$ cat config.mk
export PLATFORM = sky130hd
export DESIGN_NAME = mmu_arbiter
export DESIGN_NICKNAME = d
export VERILOG_FILES = /design/src/rtl/mmu_arbiter.sv
export SDC_FILE = /design/constraint.sdc
export NUM_CORES = 1
export LEC_CHECK = 0
export CAP_MARGIN = 25
export CORE_AREA = 2 2 540 542
export CTS_BUF_LIST = sky130_fd_sc_hd__clkbuf_8
export DETAILED_ROUTE_END_ITERATION = 10
export DIE_AREA = 0 0 542 544
export GPL_TIMING_DRIVEN = 0
export HOLD_SLACK_MARGIN = 0.12
export PLACE_DENSITY = 0.33
export SYNTH_ARGS = -nofsm -noshare
export SYNTH_HDL_FRONTEND = slang
export SYNTH_SLANG_ARGS = --single-unit
export TNS_END_PERCENT = 100
$ cat constraint.sdc
create_clock -name sys_clk -period 1.9 [get_ports sys_clk]
set_input_delay 0.285 -clock sys_clk [delete_from_list [all_inputs] [get_ports sys_clk]]
set_output_delay 0.285 -clock sys_clk [all_outputs]
set_load 0.005 [all_outputs]
$ cat src/rtl/mmu_arbiter.sv
// mmu_arbiter: shares one l1mmu port between the L1I and L1D fill paths.
// D normally wins; after MAX_D_STREAK D grants with I waiting, I wins once.
module mmu_arbiter #(
  parameter int MAX_D_STREAK = 4
) (
  input  logic         sys_clk,
  input  logic         rst_n,
  input  logic         immu_read,
  input  logic [31:0]  immu_addr,
  output logic         immu_done,
  output logic [255:0] immu_read_data,
  input  logic         dmmu_read,
  input  logic         dmmu_write,
  input  logic [31:0]  dmmu_addr,
  input  logic [255:0] dmmu_write_data,
  output logic         dmmu_done,
  output logic [255:0] dmmu_read_data,
  output logic         mmu_read,
  output logic         mmu_write,
  output logic [31:0]  mmu_addr,
  output logic [255:0] mmu_write_data,
  input  logic         mmu_done,
  input  logic [255:0] mmu_read_data
);
  localparam logic [1:0] IDLE = 2'd0, SERVE_I = 2'd1, SERVE_D = 2'd2, RECOVER = 2'd3;
  localparam int SW = $clog2(MAX_D_STREAK + 1);
  localparam logic [SW-1:0] STREAK_MAX = SW'(MAX_D_STREAK);

  logic [1:0]     state_q, state_d;
  logic [SW-1:0]  d_streak_q, d_streak_d;
  logic [31:0]    addr_q, addr_d;
  logic [255:0]   wdata_q, wdata_d;
  logic           rd_q, rd_d, wr_q, wr_d;
  logic           idle, grant_d, grant_i;

  assign idle    = state_q == IDLE;
  assign grant_d = idle && (dmmu_read || dmmu_write) && !(immu_read && d_streak_q == STREAK_MAX);
  assign grant_i = idle && immu_read && !grant_d;

  always_ff @(posedge sys_clk) begin
    if (!rst_n) begin
      state_q    <= IDLE;
      d_streak_q <= '0;
      addr_q     <= '0;
      wdata_q    <= '0;
      rd_q       <= 1'b0;
      wr_q       <= 1'b0;
    end else begin
      state_q    <= state_d;
      d_streak_q <= d_streak_d;
      addr_q     <= addr_d;
      wdata_q    <= wdata_d;
      rd_q       <= rd_d;
      wr_q       <= wr_d;
    end
  end

  // RECOVER swallows one cycle so a requester still holding its line after done is not regranted
  always_comb begin
    state_d = idle ? (grant_d ? SERVE_D : grant_i ? SERVE_I : IDLE)
            : (state_q == RECOVER) ? IDLE
            : mmu_done ? RECOVER : state_q;
    d_streak_d = (grant_i || (idle && !immu_read)) ? '0
               : (grant_d && d_streak_q != STREAK_MAX) ? d_streak_q + SW'(1)
               : d_streak_q;
    addr_d  = grant_d ? dmmu_addr : grant_i ? immu_addr : addr_q;
    wdata_d = grant_d ? dmmu_write_data : grant_i ? '0 : wdata_q;
    rd_d    = grant_i || (grant_d && !dmmu_write) || (rd_q && !mmu_done);
    wr_d    = (grant_d && dmmu_write) || (wr_q && !mmu_done);
  end

  always_comb begin
    immu_done = (state_q == SERVE_I) && mmu_done;
    dmmu_done = (state_q == SERVE_D) && mmu_done;
  end

  assign immu_read_data = mmu_read_data;
  assign dmmu_read_data = mmu_read_data;
  assign mmu_read       = rd_q;
  assign mmu_write      = wr_q;
  assign mmu_addr       = addr_q;
  assign mmu_write_data = wdata_q;
endmodule

# == Yosys cells after proc, flatten, opt, wreduce, memory -nomap -nowiden ==
# Index checks and enable logic that the tools add are counted.
# classes
addsub,1
n_eq_ne,5
n_mux,9
bitwise,1
reduce_logical,27
# op_table
cell,n
two-way mux 256 bit,2
two-way mux 32 bit,2
logical AND 1 bit,13
two-way mux 2 bit,4
zero test 1 bit,5
logical OR 1 bit,5
"== test 2 bit, second input constant",2
"adder 3 x 1 -> 3 bit, second input constant",1
"== test 3 bit, second input constant",1
"!= test 3 bit, second input constant",1
nonzero test 3 bit,1
"== test 2 x 1 -> 1 bit, second input constant",1
zero test 2 bit,1
nonzero test 2 bit,1
OR reduction 2 bit,1
two-way mux 1 bit,1
inverter 1 bit,1
# totals
inputBits,582
reg_bits,295
out_inout_bits,804

# == Depth between registers and ports, before layout ==
# logic_depth
word_depth,9
ltp_mapped,7
mapped_depth_nobuf,5

# == Worst setup path before layout ==
# No wires, ideal clock.
# synth_timing
path_kind,register -> register
start,reg d_streak_q[0]
end,reg addr_q[10] (netlist: mmu_addr[10])
setup_time_ns,0.126
path_stages_with_launch,8
t_required_ns,1.774
path_slack_ns,0.307
arrival_time_ns,1.468
path_cell_list,dfxtp_1 inv_1 ha_1 and3_1 buf_2 buf_2 o41ai_1 nor3_1
# synth_between
elab_chain_cells,7
# synth_rtl
element,line_no,text
from (decl),30,"logic [SW-1:0] d_streak_q, d_streak_d;"
from (signal assigned),50,d_streak_q <= d_streak_d;
== test 3 bit (*),37,assign grant_d = idle && (dmmu_read || dmmu_write) && !(immu_read && d_streak_q == STREAK_MAX);
logical AND 1 bit (*),37,
zero test 1 bit (*),37,
logical AND 1 bit (*),37,
zero test 1 bit,38,assign grant_i = idle && immu_read && !grant_d;
logical AND 1 bit,38,
nonzero test 2 bit (no line),-,
to (signal assigned),51,addr_q <= addr_d;
to (decl),31,"logic [31:0] addr_q, addr_d;"
# Every way passes the cells marked *; elsewhere a longest branch is shown, timed or not.
# A chain may end at the register's enable or synchronous reset.

# == Worst setup path in the final report ==
# layout_timing
start,reg state_q[1]
end,reg wdata_q[96] (netlist: mmu_write_data[96])
# layout_between
elab_chain_cells,6
# layout_rtl
element,line_no,text
from (decl),29,"logic [1:0] state_q, state_d;"
from (signal assigned),49,state_q <= state_d;
zero test 2 bit (*),36,assign idle = state_q == IDLE;
logical AND 1 bit (2 in a row),37,
zero test 1 bit,38,
logical AND 1 bit,38,
nonzero test 2 bit (no line),-,
to (signal assigned),52,wdata_q <= wdata_d;
to (decl),32,"logic [255:0] wdata_q, wdata_d;"
# Marked as above.

==> results.md <==
| Item | This run | Unit |
| --- | --- | --- |
| Result of the run | complete, no violations | - |
| Kind of critical path | reg2reg | - |
| Violation count after the first detailed-routing iteration | 912 | - |
| Post-synthesis cell area | 16600 | µm² |
| CTS HTree Levels | 3 | - |
| Sinks on Clock Net | 295 | - |
| Fraction of registers with async set or reset after synthesis | 0 | - |
| Max frequency | 538 | MHz |
| Number of standard-cell rows in the floorplan | 198 | - |
| Total Neg Setup Slack | 0 | ns |
| Biggest fanout along the worst timing path | 10 | - |
| Worst slew margin relative to its limit | 0.323 | - |
| Area growth from synthesis to layout | 121 | % |
| Detailed placement HPWL | 156000 | µm |
| Fraction of layout cells with a size suffix above 1 | 0.272 | - |
| Area inside the core boundary | 289000 | µm² |
| Post-route minimum period | 1.86 | ns |
| Die outline area | 295000 | µm² |
| Combinational Power Share | 0.354 | - |
| Leakage power summed over all cells | 0.0142 | µW |
| Post-synthesis sequential element count | 295 | - |
| Antenna violations before repair | 56 | - |
| Largest net degree at the start of global routing | 14 | - |
| Power Density | 644 | nW/µm² |
| Die W | 542 | µm |
| Vias in the first global route | 20900 | - |
| Commonest non-fill, non-tap cells in the layout | sky130_fd_sc_hd__clkdlybuf4s50_1, sky130_fd_sc_hd__buf_4, sky130_fd_sc_hd__dfxtp_1 | - |
| Clock root buffer master | sky130_fd_sc_hd__clkbuf_8 | - |
| Endpoints failing hold | 0 | - |
| TritonCTS clock tree | yes | - |
| Die span in y | 544 | µm |
| Sequential power share | 0.309 | - |
| Routed len/inst | 24.4 | µm |
| Clock network fraction of total power | 0.337 | - |
| Final setup viols | 0 | - |
| Path type of the worst min-delay path | in2reg | - |
| Final net count | 3962 | - |
| DRC | 0 | - |
| Count of max-cap constraint violations | 0 | - |
| Total vias in the final route | 20500 | - |
| Maximum clock skew at final layout | 0.0482 | ns |
| Average cell area after synthesis | 8.53 | µm² |
| Warnings from Yosys | 0 | - |
| Switching portion of total power | 0.360 | - |
| Total nets after synthesis | 2528 | - |
| CP Data Required Time | 2.57 | ns |
| Final critical-path share of the clock period | 0.979 | - |
| Clock latency on the worst-skew pair | 0.77 | ns |
| Critical path data arrival time | 2.53 | ns |
| Overall power after layout | 23600 | µW |
| Cell variety after synth | 36 | - |
| Average via count per standard cell | 2.81 | - |
| Gr usage total | 0.115 | - |
| Worst-Margin Slew | 1.01 | ns |
| Number of filler instances in the final layout | 33200 | - |
| Switching power | 8490 | µW |
| Total of buffers placed on input and output ports | 1127 | - |
| Synthesized netlist cell count | 1944 | - |
| Fraction of the yosys area taken by sequential cells | 0.356 | - |
| Internal power | 15100 | µW |
| Final slew viol count | 0 | - |
| Wire length of the first global-routing pass | 221000 | µm |
| Most common library cell in the layout ignoring fill and taps | sky130_fd_sc_hd__clkdlybuf4s50_1 | - |
| RSZ-0062 raised after global routing | true | - |
| Routability cong. | 0.942 | - |
| Clk pin slew, worst setup/hold paths | 0.06 | ns |
| Effective utilization at floorplan | 0.0573 | - |
| Clk buf depth | 3 | - |
| Kind of start point of the critical path | flip-flop | - |
| # IOs | 1386 | - |
| Total congestion overflow | 0 | - |
| Drt total wl | 178000 | µm |
| Flip-flop cell with the highest count after synthesis | sky130_fd_sc_hd__dfxtp_1 | - |
| Post-synth EDFFs | 0 | - |
| Clock buffers created by TritonCTS | 70 | - |
| Remaining antenna violation count after routing | 0 | - |
| Drt first pass iters | 5 | - |
| Maximum vdd ir drop | 0.380 | mV |
| Nature of the critical path endpoint | flip-flop | - |
==> registers in the layout (all words and copies together), names as in the netlist <==
| signal | count |
|---|---|
| mmu_write_data | 256 |
| mmu_read | 1 |
| state_q | 2 |
| d_streak_q | 3 |
| mmu_addr | 32 |
| mmu_write | 1 |
==> synth_stat cells (all sizes together) (2+ instances only) <==
master  number  area, µm²
nor3        66        342
inv          3       11.3
nand2        3       11.3
a21oi       32        160
o31a         2       17.5
clkbuf      99        372
nor2         3       11.3
or2          2       12.5
o21ai      256       1280
nor2b        4       25.0
and2         2       12.5
nand4      258       1610
dfxtp      295       5910
ha           2       25.0
buf        615       4440
o41ai       32        318
a21boi     258       1940
==> cell type report <==
type,count,area (µm²),area share
diodes,49,123,0.00334
plain buffers,713,5050,0.138
clock buffers,81,1110,0.0304
clock inverters,38,268,0.00730
inverters,3,11.3,0.000307
multi-input cells,932,6080,0.166
flip-flops and latches,295,5940,0.162
well taps,3800,4750,0.130
repair buffers,1363,13300,0.364
==> metrics by stage <==
step           cell area [µm²]  worst slack, ns   util  instances  hold slack [ns]
4_1_cts                  36300           -0.158  0.126       7223            0.125
3_5_place_dp             32700            -1.47  0.113       6873            0.466
3_3_place_gp             32600            -1.63  0.113       6871            0.460
2_1_floorplan            16600            0.307      -       1944            0.434
6_report                 36700           0.0398  0.127       7274            0.218
5_1_grt                  36600           -0.105  0.126       7243            0.152
==> cell families after synthesis <==
logic type	Yosys count	share of synthesized area
AOI/OAI and AO/OA	586	0.227
adders and majority gates	2	0.00151
buffers and inverters	717	0.291
DFF	295	0.356
and+or+nand+nor	344	0.125
==> what timing repair did <==
| action | 4_1_cts | 5_1_grt |
|---|---|---|
| buffers inserted | 12 | 2 |
| endpoints found under the hold margin | 223 | 0 |
| pin swaps | 5 | 5 |
| hold buffers | 220 | 0 |
| endpoints found under the setup margin | 584 | 166 |
| resized for setup | 713 | 97 |
==> layer usage <==
metal | part of all wire | vias to the layer above | wire, µm | track usage
met2 | 0.48 | 1151 | 85600 | 0.199
met5 | 0.00036 | - | 64 | 0
met3 | 0.11 | 184 | 19700 | 0.0544
met4 | 0.030 | 10 | 5410 | 0.0353
met1 | 0.38 | 9703 | 66800 | 0.124
li1 | - | 9423 | - | -
==> power groups by stage <==
stage / Clock, µW / Sequential, µW / Combinational [µW]
6_report: 7950 / 7300 / 8360
5_1_grt: 8560 / 7380 / 9080
4_1_cts: 8420 / 7320 / 8590
3_5_place_dp: 0 / 7430 / 8340
3_3_place_gp: 0 / 7420 / 8360
2_1_floorplan: 0 / 7320 / 2750
==> worst paths after layout <==
| kind | cells after the start | end | start | slack, ns |
|---|---|---|---|---|
| max reg2reg | 8 | mmu_write_data[96] | state_q[1] | 0.04 |
| min reg2reg | 2 | mmu_write_data[82] | mmu_write_data[82] | 0.47 |
| min | 3 | mmu_write_data[170] | dmmu_write_data[170] | 0.22 |
| max | 8 | mmu_write_data[96] | state_q[1] | 0.04 |
==> worst max-delay path, stage by stage, from the launching register on <==
cell and delay [ns]:
sky130_fd_sc_hd__dfxtp_4 0.36, sky130_fd_sc_hd__buf_4 0.15, sky130_fd_sc_hd__nor2_4 0.09, sky130_fd_sc_hd__buf_12 0.14, sky130_fd_sc_hd__buf_4 0.21, sky130_fd_sc_hd__buf_16 0.16
sky130_fd_sc_hd__clkbuf_4 0.21, sky130_fd_sc_hd__nand4_1 0.25, sky130_fd_sc_hd__a21boi_1 0.19
(Power assumes the default switching activity.)
==> RTL edit 1: new RTL, config.mk and constraints unchanged <==
Change the parameter `MAX_D_STREAK` from 4 to 8.
--- a/src/rtl/mmu_arbiter.sv
+++ b/src/rtl/mmu_arbiter.sv
@@ -1,7 +1,7 @@
 // mmu_arbiter: shares one l1mmu port between the L1I and L1D fill paths.
 // D normally wins; after MAX_D_STREAK D grants with I waiting, I wins once.
 module mmu_arbiter #(
-  parameter int MAX_D_STREAK = 4
+  parameter int MAX_D_STREAK = 8
 ) (
   input  logic         sys_clk,
   input  logic         rst_n,
Check against the original RTL: not settled (the Yosys comparison gave no result); the edit may change what the design does.
==> RTL edit 1 against the unedited design <==
Sequential cell count is 1 higher; wire length is 4.0% lower; combinational power is 13% higher; synthesized area is 4.0% lower; clock skew is 0.012 ns higher; critical path depth is 2 higher; power is 8.0% higher; design area is 0.87% lower; setup slack worse by 0.031 ns; die area stayed put; fmax is 1.7% lower; count of clock-buffer cells in the layout is 5 higher.
==> RTL edit 1: results (changes against the unedited design) <==
status finished, final reports clean; Worst EP arrival 2.56 ns (+0.03 ns); placed cells 6906 (+0.48%); final wirelength 171000 microns (-4.0%); clk_skew 0.0607 ns (+0.0125 ns); PostCTS Resize Cnt 693 (-2.8%); hold_buf cts 216 (-1.8%); P_leak 0.0139 uW (-2.0%); met2 wire len 79400 microns (-7.2%); Detail Placement HPWL 149000 microns (-4.2%); largest net degree at the start of global routing 12 (-2); wire per inst 23.4 microns (-4.0%); relative slew slack 33.8% (+1.4 points); grt met1 use 12.1% (-0.34 points); postcts setup bufs 7 (-5); Synth area leaders dfxtp_1, buf_4, nand4_1; Seq/Total Area, Yosys 37.2% (+1.6 points); Final #Nets 3986 (+0.61%); Hold EP mmu_write_data[214]; commonest cells in the netlist buf_4, dfxtp_1, a21oi_1; met3 wire length 20800 microns (+5.4%); compound-cell area share of the yosys netlist 19.5% (-3.1 points); Post-Synth Adder-Cell Area 0.157% (+0.0063 points); post-synth net total 2543 (+0.59%); placed instance area 0.0323 sq mm (-1.0%); total CTS buffers 69 (-1.4%); first-pass GRT wire length 214000 microns (-3.3%); drt initial violations 989 (+8.4%); M1 WL 65300 microns (-2.2%); Placer Congestion 0.932 (-1.0%); pre-CTS WS -1.97 ns (-0.503 ns); global router's overall resource usage 11.0% (-0.52 points); clock latency on the worst-skew pair 0.74 ns (-0.03 ns); Cell variety after synth 39 (+8.3%); r2r setup slk 0.008 ns (-0.03 ns); Worst Setup SP d_streak_q[1]; syn_area_per_cell 8.13 sq um (-4.7%); reg2reg end mmu_write_data[190]; Max IR drop VDD 0.000359 V (-5.5%); slowest stage cell, crit path dfxtp_2; GR Layer Usage met2 18.3% (-1.5 points); hold slack final 0.243 ns (+0.0247 ns)
==> RTL edit 1: cell types whose count changed after synthesis, moves of 4 or more <==
cell,unedited run,this run
buf_6,11,1
nor4_1,0,63
clkbuf_1,99,166
a2111oi_0,0,32
nor3_1,65,2
o41ai_1,27,0
o41ai_2,5,0
buf_4,524,512
nand3_1,1,5
a21oi_1,32,285
buf_2,67,28
a21boi_0,62,1
a21boi_1,196,4
==> RTL edit 1: layout make-up <==
cell class              instances  area, sq um
diodes                         28         70.1
multi-input cells             939         5440
clock buffers                  86         1180
inverters                       5         20.0
plain buffers                 715         5010
repair buffers               1376        13600
clock inverters                33          307
well taps                    3800         4750
flip-flops and latches        296         5970
fillers                     33300       253000
==> RTL edit 1: where the power goes <==
| part | internal [uW] | total, uW | switching, uW |
|---|---|---|---|
| sequential | 7010 | 7540 | 524 |
| clock | 4770 | 8500 | 3730 |
| combinational | 4380 | 9470 | 5090 |
==> RTL edit 2: new RTL, config.mk and constraints unchanged <==
Made on the original files. Add an input register stage for `dmmu_read`, without a reset; this delays it by one clock. The other inputs are not delayed to match.
--- a/src/rtl/mmu_arbiter.sv
+++ b/src/rtl/mmu_arbiter.sv
@@ -26,6 +26,12 @@
   localparam int SW = $clog2(MAX_D_STREAK + 1);
   localparam logic [SW-1:0] STREAK_MAX = SW'(MAX_D_STREAK);
 
+  logic dmmu_read_q;
+
+  always_ff @(posedge sys_clk) begin
+    dmmu_read_q <= dmmu_read;
+  end
+
   logic [1:0]     state_q, state_d;
   logic [SW-1:0]  d_streak_q, d_streak_d;
   logic [31:0]    addr_q, addr_d;
@@ -34,7 +40,7 @@
   logic           idle, grant_d, grant_i;
 
   assign idle    = state_q == IDLE;
-  assign grant_d = idle && (dmmu_read || dmmu_write) && !(immu_read && d_streak_q == STREAK_MAX);
+  assign grant_d = idle && (dmmu_read_q || dmmu_write) && !(immu_read && d_streak_q == STREAK_MAX);
   assign grant_i = idle && immu_read && !grant_d;
 
   always_ff @(posedge sys_clk) begin
Formal check against the unedited RTL: not equivalent (Yosys sat finds a counterexample within 4 cycles, from zero or initial values and one cycle with rst_n low).
==> RTL edit 2 against the unedited design <==
Combinational power rose by 0.7%; critical endpoint is now dmmu_done; power rose by 3.8%; utilization rose by 0.21 points; sequential power barely moved; synthesized area rose by 0.12%; hold slack improved by 0.034 ns; sequential cell count rose by 1; clock skew fell by 0.0083 ns; largest cell class unchanged; critical path type is now reg2out; design area rose by 1.6%; setup slack got worse by 0.025 ns; wire length rose by 2.3%; critical path depth fell by 5.
==> RTL edit 2: results (changes against the unedited design) <==
syn_area_per_cell 8.54 sq um (about the same); P_leak 0.0145 uW (+2.0%); clock network area share 4.14% (+0.37 points); non-clock buffer count 2116 (+1.9%); NonClk Buf Share 50.4% (+0.28 points); Synth area leaders dfxtp_1, buf_4, nand4_1; Detail Placement HPWL 159000 microns (+2.2%); placed instance area 0.0327 sq mm (about the same); commonest cells in the netlist buf_4, dfxtp_1, nand4_1; initial antenna violation count 83 (+48%); first-pass GRT wire length 226000 microns (+2.4%); Seq/Total Area, Yosys 35.7% (+0.078 points); postcts setup bufs 10 (-2); fillers 33300 (+0.15%); placed cells 6874 (+0.015%); CLK BUF 82 (+1.2%); layout cells sized above 1 27.7% (+0.42 points); post-synth net total 2529 (+0.040%); CP top delay family flip-flops; Storage cell area 0.00597 sq mm (+0.36%); largest net degree at the start of global routing 20 (+6); wire per inst 24.9 microns (+1.8%); relative slew slack 35.8% (+3.5 points); Worst EP arrival 1.60 ns (-0.93 ns); final cell count without fillers 7308 (+0.47%); clk_skew 0.0400 ns (-0.00826 ns); crit path max fanout 6 (-4); post-DR vias/cell 2.85 (+1.2%); CP max stage delay 0.40 ns (+0.04 ns); drt initial violations 878 (-3.7%); status finished, final reports clean; sequential cell area share 16.0% (-0.20 points); Placer Congestion 0.942 (about the same); global router's overall resource usage 11.8% (+0.29 points); Max IR drop VDD 0.000377 V (-0.69%); ANT cells 37 (-24%)
[RTL edit 2: changes by cell type after synthesis, sizes merged]
cell	unedited run	this run
dfxtp	295	296
[RTL edit 2: layer usage]
metal	up-vias	track usage [%]	part of all wire (%)
met4	22	3.38	3.5
met3	222	6.41	13
met5	-	0	0.082
met1	9873	12.0	35
li1	9488	-	-
met2	1208	20.7	48
[RTL edit 2: path summary, 6_finish.rpt]
kind / start / end / slack [ns] / cells after the start
max: state_q[1] / dmmu_done / 0.02 / 3
min: dmmu_write_data[85] / mmu_write_data[85] / 0.25 / 3
max reg2reg: state_q[1] / mmu_addr[20] / 0.05 / 5
min reg2reg: mmu_write_data[80] / mmu_write_data[80] / 0.47 / 2
[RTL edit 2: cell families (layout without fill, tap and decap cells)]
logic type | count (synthesis) | in the layout | share of synthesized area (%)
buffers and inverters | 717 | 2243 | 29.0
AOI/OAI and AO/OA | 586 | 586 | 22.7
and+or+nand+nor | 344 | 344 | 12.5
DFF | 296 | 296 | 35.7
adders and majority gates | 2 | 2 | 0.151
other | 0 | 37 | 0
[RTL edit 2: through the flow]
step	setup WS [ns]	setup TNS [ns]	hold slack, ns	util [%]
after global routing	-0.0976	-0.239	0.176	12.9
after floorplan	0.307	0	0.313	-
after global placement	-1.66	-314.57	0.460	11.3
final	0.0150	0	0.252	12.9
after detailed placement	-1.35	-280.73	0.465	11.3
after CTS	-0.149	-0.265	0.120	12.8
[RTL edit 2: power breakdown]
| group | leakage [uW] | switching, uW | internal, uW | total (uW) |
|---|---|---|---|---|
| Combinational | 0.0111 | 4230 | 4190 | 8420 |
| Clock | 0.000873 | 3970 | 4830 | 8800 |
| Sequential | 0.00245 | 401 | 6880 | 7280 |
